<file path="src/rtl/fifo_mult_reader_if.sv">
// fifo_mult_reader_if: FIFO read side and product handshake of the FIFO multiplier reader
interface fifo_mult_reader_if #(
  parameter int DATA_W = 16,
  parameter int LEFT_W = 3
);
  logic [LEFT_W-1:0]   left_sig;
  logic                read_req;
  logic [DATA_W-1:0]   fifo_read_data;
  logic [2*DATA_W-1:0] product;
  logic                product_valid;
  logic                out_ready;
  logic                busy;
  modport master (
    input  left_sig, fifo_read_data, out_ready,
    output read_req, product, product_valid, busy
  );
  modport slave (
    output left_sig, fifo_read_data, out_ready,
    input  read_req, product, product_valid, busy
  );
endinterface

</file>
<file path="src/rtl/fifo_mult_reader.sv">
// fifo_mult_reader: pops A/B operand pairs from a FIFO and multiplies them with a shift-add unit
module fifo_mult_reader #(
  parameter int DATA_W    = 16,
  parameter int FIFO_DEEP = 4,
  parameter int LEFT_W    = 3
) (
  input logic                clk,
  input logic                rst,
  fifo_mult_reader_if.master bus
);
  localparam int PW = 2 * DATA_W;
  localparam int CW = $clog2(DATA_W + 1);
  localparam logic [LEFT_W:0] DEEP = (LEFT_W + 1)'(FIFO_DEEP);
  typedef enum logic [2:0] {IDLE, RD_A, RD_B, CAP_B, MUL, OUT} state_t;
  state_t            state_q, state_d;
  logic [PW-1:0]     a_q, a_d, acc_q, acc_d, prod_q, prod_d, sum;
  logic [DATA_W-1:0] b_q, b_d;
  logic [CW-1:0]     cnt_q, cnt_d;
  logic [LEFT_W:0]   left, occ;
  assign left = {1'b0, bus.left_sig};
  // out-of-range free-slot counts are treated as an empty FIFO
  assign occ = (left >= DEEP) ? '0 : DEEP - left;
  assign sum = acc_q + (b_q[0] ? a_q : '0);
  always_comb begin
    state_d = state_q;
    a_d     = a_q;
    b_d     = b_q;
    acc_d   = acc_q;
    cnt_d   = cnt_q;
    prod_d  = prod_q;
    case (state_q)
      IDLE:  state_d = (occ >= (LEFT_W + 1)'(2)) ? RD_A : IDLE;
      RD_A:  state_d = RD_B;
      RD_B: begin
        a_d     = PW'(bus.fifo_read_data);
        state_d = CAP_B;
      end
      CAP_B: begin
        b_d     = bus.fifo_read_data;
        acc_d   = '0;
        cnt_d   = CW'(DATA_W);
        state_d = MUL;
      end
      MUL: begin
        acc_d   = sum;
        a_d     = a_q << 1;
        b_d     = b_q >> 1;
        cnt_d   = cnt_q - 1'b1;
        prod_d  = (cnt_q == CW'(1)) ? sum : prod_q;
        state_d = (cnt_q == CW'(1)) ? OUT : MUL;
      end
      OUT:     state_d = bus.out_ready ? IDLE : OUT;
      default: state_d = IDLE;
    endcase
  end
  always_ff @(posedge clk or posedge rst) begin
    if (rst) begin
      state_q <= IDLE;
      a_q     <= '0;
      b_q     <= '0;
      acc_q   <= '0;
      cnt_q   <= '0;
      prod_q  <= '0;
    end else begin
      state_q <= state_d;
      a_q     <= a_d;
      b_q     <= b_d;
      acc_q   <= acc_d;
      cnt_q   <= cnt_d;
      prod_q  <= prod_d;
    end
  end
  assign bus.read_req      = (state_q == RD_A) || (state_q == RD_B);
  assign bus.product       = prod_q;
  assign bus.product_valid = state_q == OUT;
  assign bus.busy          = state_q != IDLE;
endmodule

</file>
<file path="src/flat_wrapper.sv">
// flat-port wrapper written by rule: the top's interface ports become plain ports
module fifo_mult_reader_flat 
#(
  parameter int DATA_W    = 16,
  parameter int FIFO_DEEP = 4,
  parameter int LEFT_W    = 3
)
  (clk, rst, bus_left_sig, bus_fifo_read_data, bus_out_ready, bus_read_req, bus_product, bus_product_valid, bus_busy);
  fifo_mult_reader_if #(.DATA_W(DATA_W), .LEFT_W(LEFT_W)) bus_i ();
  input logic clk;
  input logic rst;
  input wire logic [$bits(bus_i.left_sig)-1:0] bus_left_sig;
  input wire logic [$bits(bus_i.fifo_read_data)-1:0] bus_fifo_read_data;
  input wire logic [$bits(bus_i.out_ready)-1:0] bus_out_ready;
  output wire logic [$bits(bus_i.read_req)-1:0] bus_read_req;
  output wire logic [$bits(bus_i.product)-1:0] bus_product;
  output wire logic [$bits(bus_i.product_valid)-1:0] bus_product_valid;
  output wire logic [$bits(bus_i.busy)-1:0] bus_busy;
  assign bus_i.left_sig = bus_left_sig;
  assign bus_i.fifo_read_data = bus_fifo_read_data;
  assign bus_i.out_ready = bus_out_ready;
  assign bus_read_req = bus_i.read_req;
  assign bus_product = bus_i.product;
  assign bus_product_valid = bus_i.product_valid;
  assign bus_busy = bus_i.busy;
  fifo_mult_reader #(.DATA_W(DATA_W), .FIFO_DEEP(FIFO_DEEP), .LEFT_W(LEFT_W)) u_core (.clk(clk), .rst(rst), .bus(bus_i));
endmodule
</file>
<file path="config.mk">
export PLATFORM = sky130hd
export DESIGN_NAME = fifo_mult_reader_flat
export DESIGN_NICKNAME = d
export VERILOG_FILES = /design/src/rtl/fifo_mult_reader_if.sv /design/src/rtl/fifo_mult_reader.sv /design/src/flat_wrapper.sv
export SDC_FILE = /design/constraint.sdc
export NUM_CORES = 1
export LEC_CHECK = 0
export BUFFER_PORTS_ARGS = -buffer_cell sky130_fd_sc_hd__buf_4
export CORE_ASPECT_RATIO = 1.4
export CORE_UTILIZATION = 45
export DETAILED_ROUTE_END_ITERATION = 8
export GPL_TIMING_DRIVEN = 0
export PLACE_DENSITY = 0.6
export SYNTH_ARGS = -nofsm -noshare
export SYNTH_HDL_FRONTEND = slang
export SYNTH_SLANG_ARGS = --single-unit
</file>
<file path="constraint.sdc">
create_clock -name clk -period 6.29 [get_ports clk]
set_input_delay 0.3145 -clock clk [delete_from_list [all_inputs] [get_ports clk]]
set_output_delay 0.3145 -clock clk [all_outputs]
set_load 0.05 [all_outputs]
</file>
# --- Yosys cells after proc, flatten, opt, wreduce, memory -nomap -nowiden ---
# Cells that the tools add are included.
word_totals:
  register_bits: 120
  inputBits: 22
  output_inout_bits: 35
  wordCells: 33
op_classes:
  addsub: 3
  magnitude_cmp: 2
  eq_ne: 6
  n_mux: 10
  reduce_logical: 6
ops:
  columns: ["operator", "count"]
  rows:
  - ["case mux 32 bit (2 select lines)", 2]
  - ["adder 32 bit", 1]
  - ["2-to-1 mux 32 bit", 1]
  - ["case mux 16 bit (2 select lines)", 1]
  - ["case mux 3 bit (6 select lines)", 1]
  - ["case mux 5 bit (2 select lines)", 1]
  - ["== test 3 x 2 -> 1 bit (second input constant)", 2]
  - ["== test 3 bit (second input constant)", 2]
  - ["== test 5 x 1 -> 1 bit (second input constant)", 1]
  - ["subtractor 5 x 1 -> 5 bit (second input constant)", 1]
  - ["greater-or-equal comparator 4 x 2 -> 1 bit (second input constant)", 1]
  - ["2-to-1 mux 4 bit", 1]
  - ["nonzero test 2 bit", 2]
  - ["subtractor 3 x 3 -> 4 bit (first input constant)", 1]
  - ["== test 3 x 1 -> 1 bit (second input constant)", 1]
  - ["greater-or-equal comparator 3 bit (second input constant)", 1]
  - ["logical NOT 3 bit", 1]
  - ["2-to-1 mux 3 bit", 1]
  - ["nonzero test 3 bit", 1]
  - ["2-to-1 mux 1 bit", 2]
  - ["AND reduction 2 bit", 1]
  - ["logical OR 1 bit", 1]

# --- Logic depth before layout (Yosys ltp) ---
logic_depth:
  depth_word: 5
  ltp_mapped: 13
  mapped_depth_nobuf: 11

# --- Worst setup path before layout ---
# Ideal clock, no wire load.
synth_path:
  path_type: "register to register"
  startpoint: "reg u_core.b_q[0]"
  endpoint: "reg u_core.prod_q[20] (netlist: u_core.bus.product[20])"
  setup_time_ps: 125
  arrival_ps: 2864
  required_ps: 6165
  setup_slack_ps: 3302
  stages_incl_launch_ff: 14
  n_path_buf: 2
  synth_period_minus_slack_ps: 2988
  cell_sequence: "dfrtp_1 > clkbuf_1 > and2_1 > ha_1 > fa_1 > a21oi_1 > o21ba_2 > a31oi_4 > a31oi_4 > o41ai_4 > a21o_1 > buf_6 > xor2_2 > mux2_2"
synth_via:
  elab_chain_len: 2
synth_lines:
  columns: ["element", "line_no", "rtl"]
  rows:
  - ["start, declared", "fifo_mult_reader.sv:17", "logic [DATA_W-1:0] b_q, b_d;"]
  - ["start signal, assigned", "fifo_mult_reader.sv:60", "b_q <= '0;"]
  - ["start signal, assigned", "fifo_mult_reader.sv:67", "b_q <= b_d;"]
  - ["2-to-1 mux 32 bit", "fifo_mult_reader.sv:23", "assign sum = acc_q + (b_q[0] ? a_q : '0);"]
  - ["adder 32 bit", "fifo_mult_reader.sv:23", null]
  - ["end signal, assigned", "fifo_mult_reader.sv:70", "prod_q <= prod_d;"]
  - ["end, declared", "fifo_mult_reader.sv:16", "logic [PW-1:0] a_q, a_d, acc_q, acc_d, prod_q, prod_d, sum;"]
# No other way between the ends.
# A chain may end at the register's enable or synchronous reset.

# --- Worst setup path after layout ---
# Ends and elaborated chain as after synthesis.

==> metrics <==
Flop pwr share 0.315; Post-synth ARST share 1.00; final setup fails 0; clk_skew around 0.0086 ns; quantity of I/O buffers inserted on ports 56; Final Net Count 852; via count 5632; Logic pwr share 0.406; CP max-delay cell o41ai_4; total CTS buffers 17; Worst Setup SP u_core.b_q[0]$_DFFE_PP0P_; total routed wirelength 17.7 mm; Syn Inst Count 718; wire per inst between 15 and 20 um; largest net degree at the start of global routing a little under 100; FP Rows 52; grt total ovfl 0; Reg2Reg Depth 13; post-synth cell types 63; initial core utilization 0.463; placed cell area 0.00740 mm2; pre-CTS WS between 2 and 3 ns; drt pass-1 iters 4; Clk Latency, worst-skew pair 0.42 ns; crit path to u_core.bus.product[20]$_DFFE_PP0P_; status finished, final reports clean; Yosys top cell area share 0.447; DP HPWL 13.0 mm; initial DRC count 320; DR DRC count 0; Ant. Diodes 0; Clk Tree Root Cell clkbuf_16; internal power 2.19 mW; VDD IR max 245 uV; Cell Pwr Density 457 mW/mm2; max-slew violations 0; FILL cells ~1300; Post-synth EDFFs 0; Syn Nets 775; sw frac 0.403; Sequential cell area 0.00300 mm2; Via density 5.65; Crit Path Max Fanout 10; worst hold path type in -> reg; layout cell share with drive strength beyond 1 0.143; Max Fclk 278 MHz; P_leak 4.04 nW; commonest cells after routing, fill and taps aside nand2_1 (154), dfrtp_1 (120), buf_4 (56); clock network power share 0.279; most common cell after layout, fill and taps aside nand2_1; Startpoint Class flop; post-cts resize count 0; die footprint 0.0154 mm2; CORE AREA between 0.01 and 0.015 mm2; relative slew slack 0.529; first-pass GRT wire length between 20 and 30 mm; Main synth FF type dfrtp_1; RR Endpoint u_core.bus.product[20]$_DFFE_PP0P_; CP required 6.59 ns; clock sinks 120; Mapped Avg Cell Area 9.35 um2; Max Cap Viol 0; number of synthesized register bits 120; vias in the first global route 5670; Setup WS post-layout 2.70 ns; CP endpoint kind flop; Max stage delay on crit path 0.65 ns; reg2reg start u_core.b_q[0]$_DFFE_PP0P_; Setup CP Type reg -> reg; Ys Warns 0; multi-input logic area 0.00346 mm2; Reg clk slew, reported paths approximately 0.050 ns; post-route cell area 0.00804 mm2; Setup TNS Final 0 ns; Synth Cell Area 0.00671 mm2; area grow syn2layout 19.8%; ranking of synthesized cells by area dfrtp_1 (45%), nand2_1 (8.6%), ha_1 (6.3%), a22o_1 (5.5%), a22oi_1 (3.2%); Seq/Total Area, Yosys 0.447; CTS tree built; Post-DRT Antenna Nets 0; Die Wd 105 um; sw power ~1.5 mW; depth of the CTS H-tree 4; critical path cell sequence clkbuf_1 > and2_1 > ha_1 > fa_1 > a21oi_1 > o21ba_2 > a31oi_4 > a31oi_4 > o41ai_4 > a21o_1 > buf_6 > xor2_2 > mux2_2; Clock Path Buffers 2; min cycle time layout 3.59 ns; GRT Overall Usage 0.244; measured slew at the worst slew-check pin 0.703 ns; CP most frequent cell a31oi_4; Hold Crit Depth 2; area leader, netlist dfrtp_1; Crit path arrival time 3.89 ns; GPL Wtd Cong 0.943; I/O Pins 57; initial antenna violation count 0; R2R Setup Slk 2.70 ns; die height 147 um; Final Hold Viols 0; RSZ-0062 raised after global routing false; Tcrit/Tclk final 0.571
==> worst min path at each step <==
| stage | slack, ns | to | start |
|---|---|---|---|
| floorplan | 0.44 | u_core.state_q[0]$_DFF_PP0_ | bus_out_ready |
| global placement | 0.46 | u_core.bus.product[11]$_DFFE_PP0P_ | u_core.bus.product[11]$_DFFE_PP0P_ |
| detailed placement | 0.28 | u_core.bus.product[22]$_DFFE_PP0P_ | rst |
| CTS | 0.10 | u_core.state_q[0]$_DFF_PP0_ | bus_out_ready |
| global route | 0.10 | u_core.state_q[0]$_DFF_PP0_ | bus_out_ready |
| finish | 0.12 | u_core.state_q[0]$_DFF_PP0_ | bus_out_ready |
==> registers in the layout (all words and copies together), names as in the netlist <==
signal / flops
u_core.bus.product: 32
u_core.acc_q: 32
u_core.cnt_q: 5
u_core.a_q: 32
u_core.b_q: 16
u_core.state_q: 3
==> synth_stat cells (8+ instances only) <==
master	instances
a21o_1	12
a21oi_1	26
a22o_1	42
a22oi_1	29
a31oi_1	8
and2_1	32
clkbuf_1	35
dfrtp_1	120
ha_1	34
inv_1	13
nand2_1	154
nand3_1	12
nand4_1	10
nor2_1	39
nor3_1	8
o21ai_0	27
xnor2_1	17
xor2_1	9
==> repair_timing <==
action / 4_1_cts / 5_1_grt
hold buffers: 1 / 0
setup buffers: 0 / 0
hold endpoints to repair: 22 / 0
==> through the flow <==
step	power (mW)	hold WS, ns	std cells	utilization
global route	3.90	0.102	996	0.554
CTS	3.70	0.102	996	0.554
finish	3.68	0.116	996	0.554
detailed placement	2.66	0.282	964	0.510
floorplan	2.22	0.439	718	-
global placement	2.61	0.461	963	0.508
==> area by class of cell <==
cell class | instances | share of cell area
sequential | 120 | 0.374
tap | 189 | 0.0294
inverter | 13 | 0.00669
clock inverter | 6 | 0.0139
buffer | 44 | 0.0252
clock buffer | 25 | 0.0641
timing repair buffer | 58 | 0.0570
multi-input combinational | 541 | 0.430
==> cells by family (layout without fill, tap and decap cells) <==
logic type / count (synthesis) / after routing / synth area share
buf+inv: 57 / 146 / 0.0375
compound gates: 187 / 187 / 0.208
fa+ha+maj: 35 / 35 / 0.0664
flops: 120 / 120 / 0.447
xor+xnor: 27 / 27 / 0.0363
mux: 9 / 9 / 0.0145
simple gates: 283 / 283 / 0.190
==> power groups by stage <==
stage               Clock, mW  Combinational [mW]  Sequential [mW]
finish                   1.03                1.49             1.16
global route             1.07                1.64             1.18
CTS                      1.04                1.50             1.16
detailed placement          0                1.49             1.17
global placement            0                1.45             1.15
floorplan                   0               0.942             1.28
==> routing by layer <==
| metal | GRT usage | wire (um) | vias up | share of wire |
|---|---|---|---|---|
| li1 | - | - | 2708 | - |
| met5 | 0 | 0 | - | 0 |
| met3 | 0.0438 | 532 | 35 | 0.030 |
| met1 | 0.276 | 7110 | 2763 | 0.40 |
| met4 | 0.111 | 580 | 0 | 0.033 |
| met2 | 0.441 | 9420 | 126 | 0.53 |
==> critical path, delay by kind of cell (launching register included) <==
kind            cells  cell delay (ns)
compound gates      6             1.59
flops               1             0.49
fa+ha+maj           2             0.44
buf+inv             2             0.42
mux                 1             0.28
simple gates        1             0.17
xor+xnor            1             0.08
(Power assumes the default switching activity.)
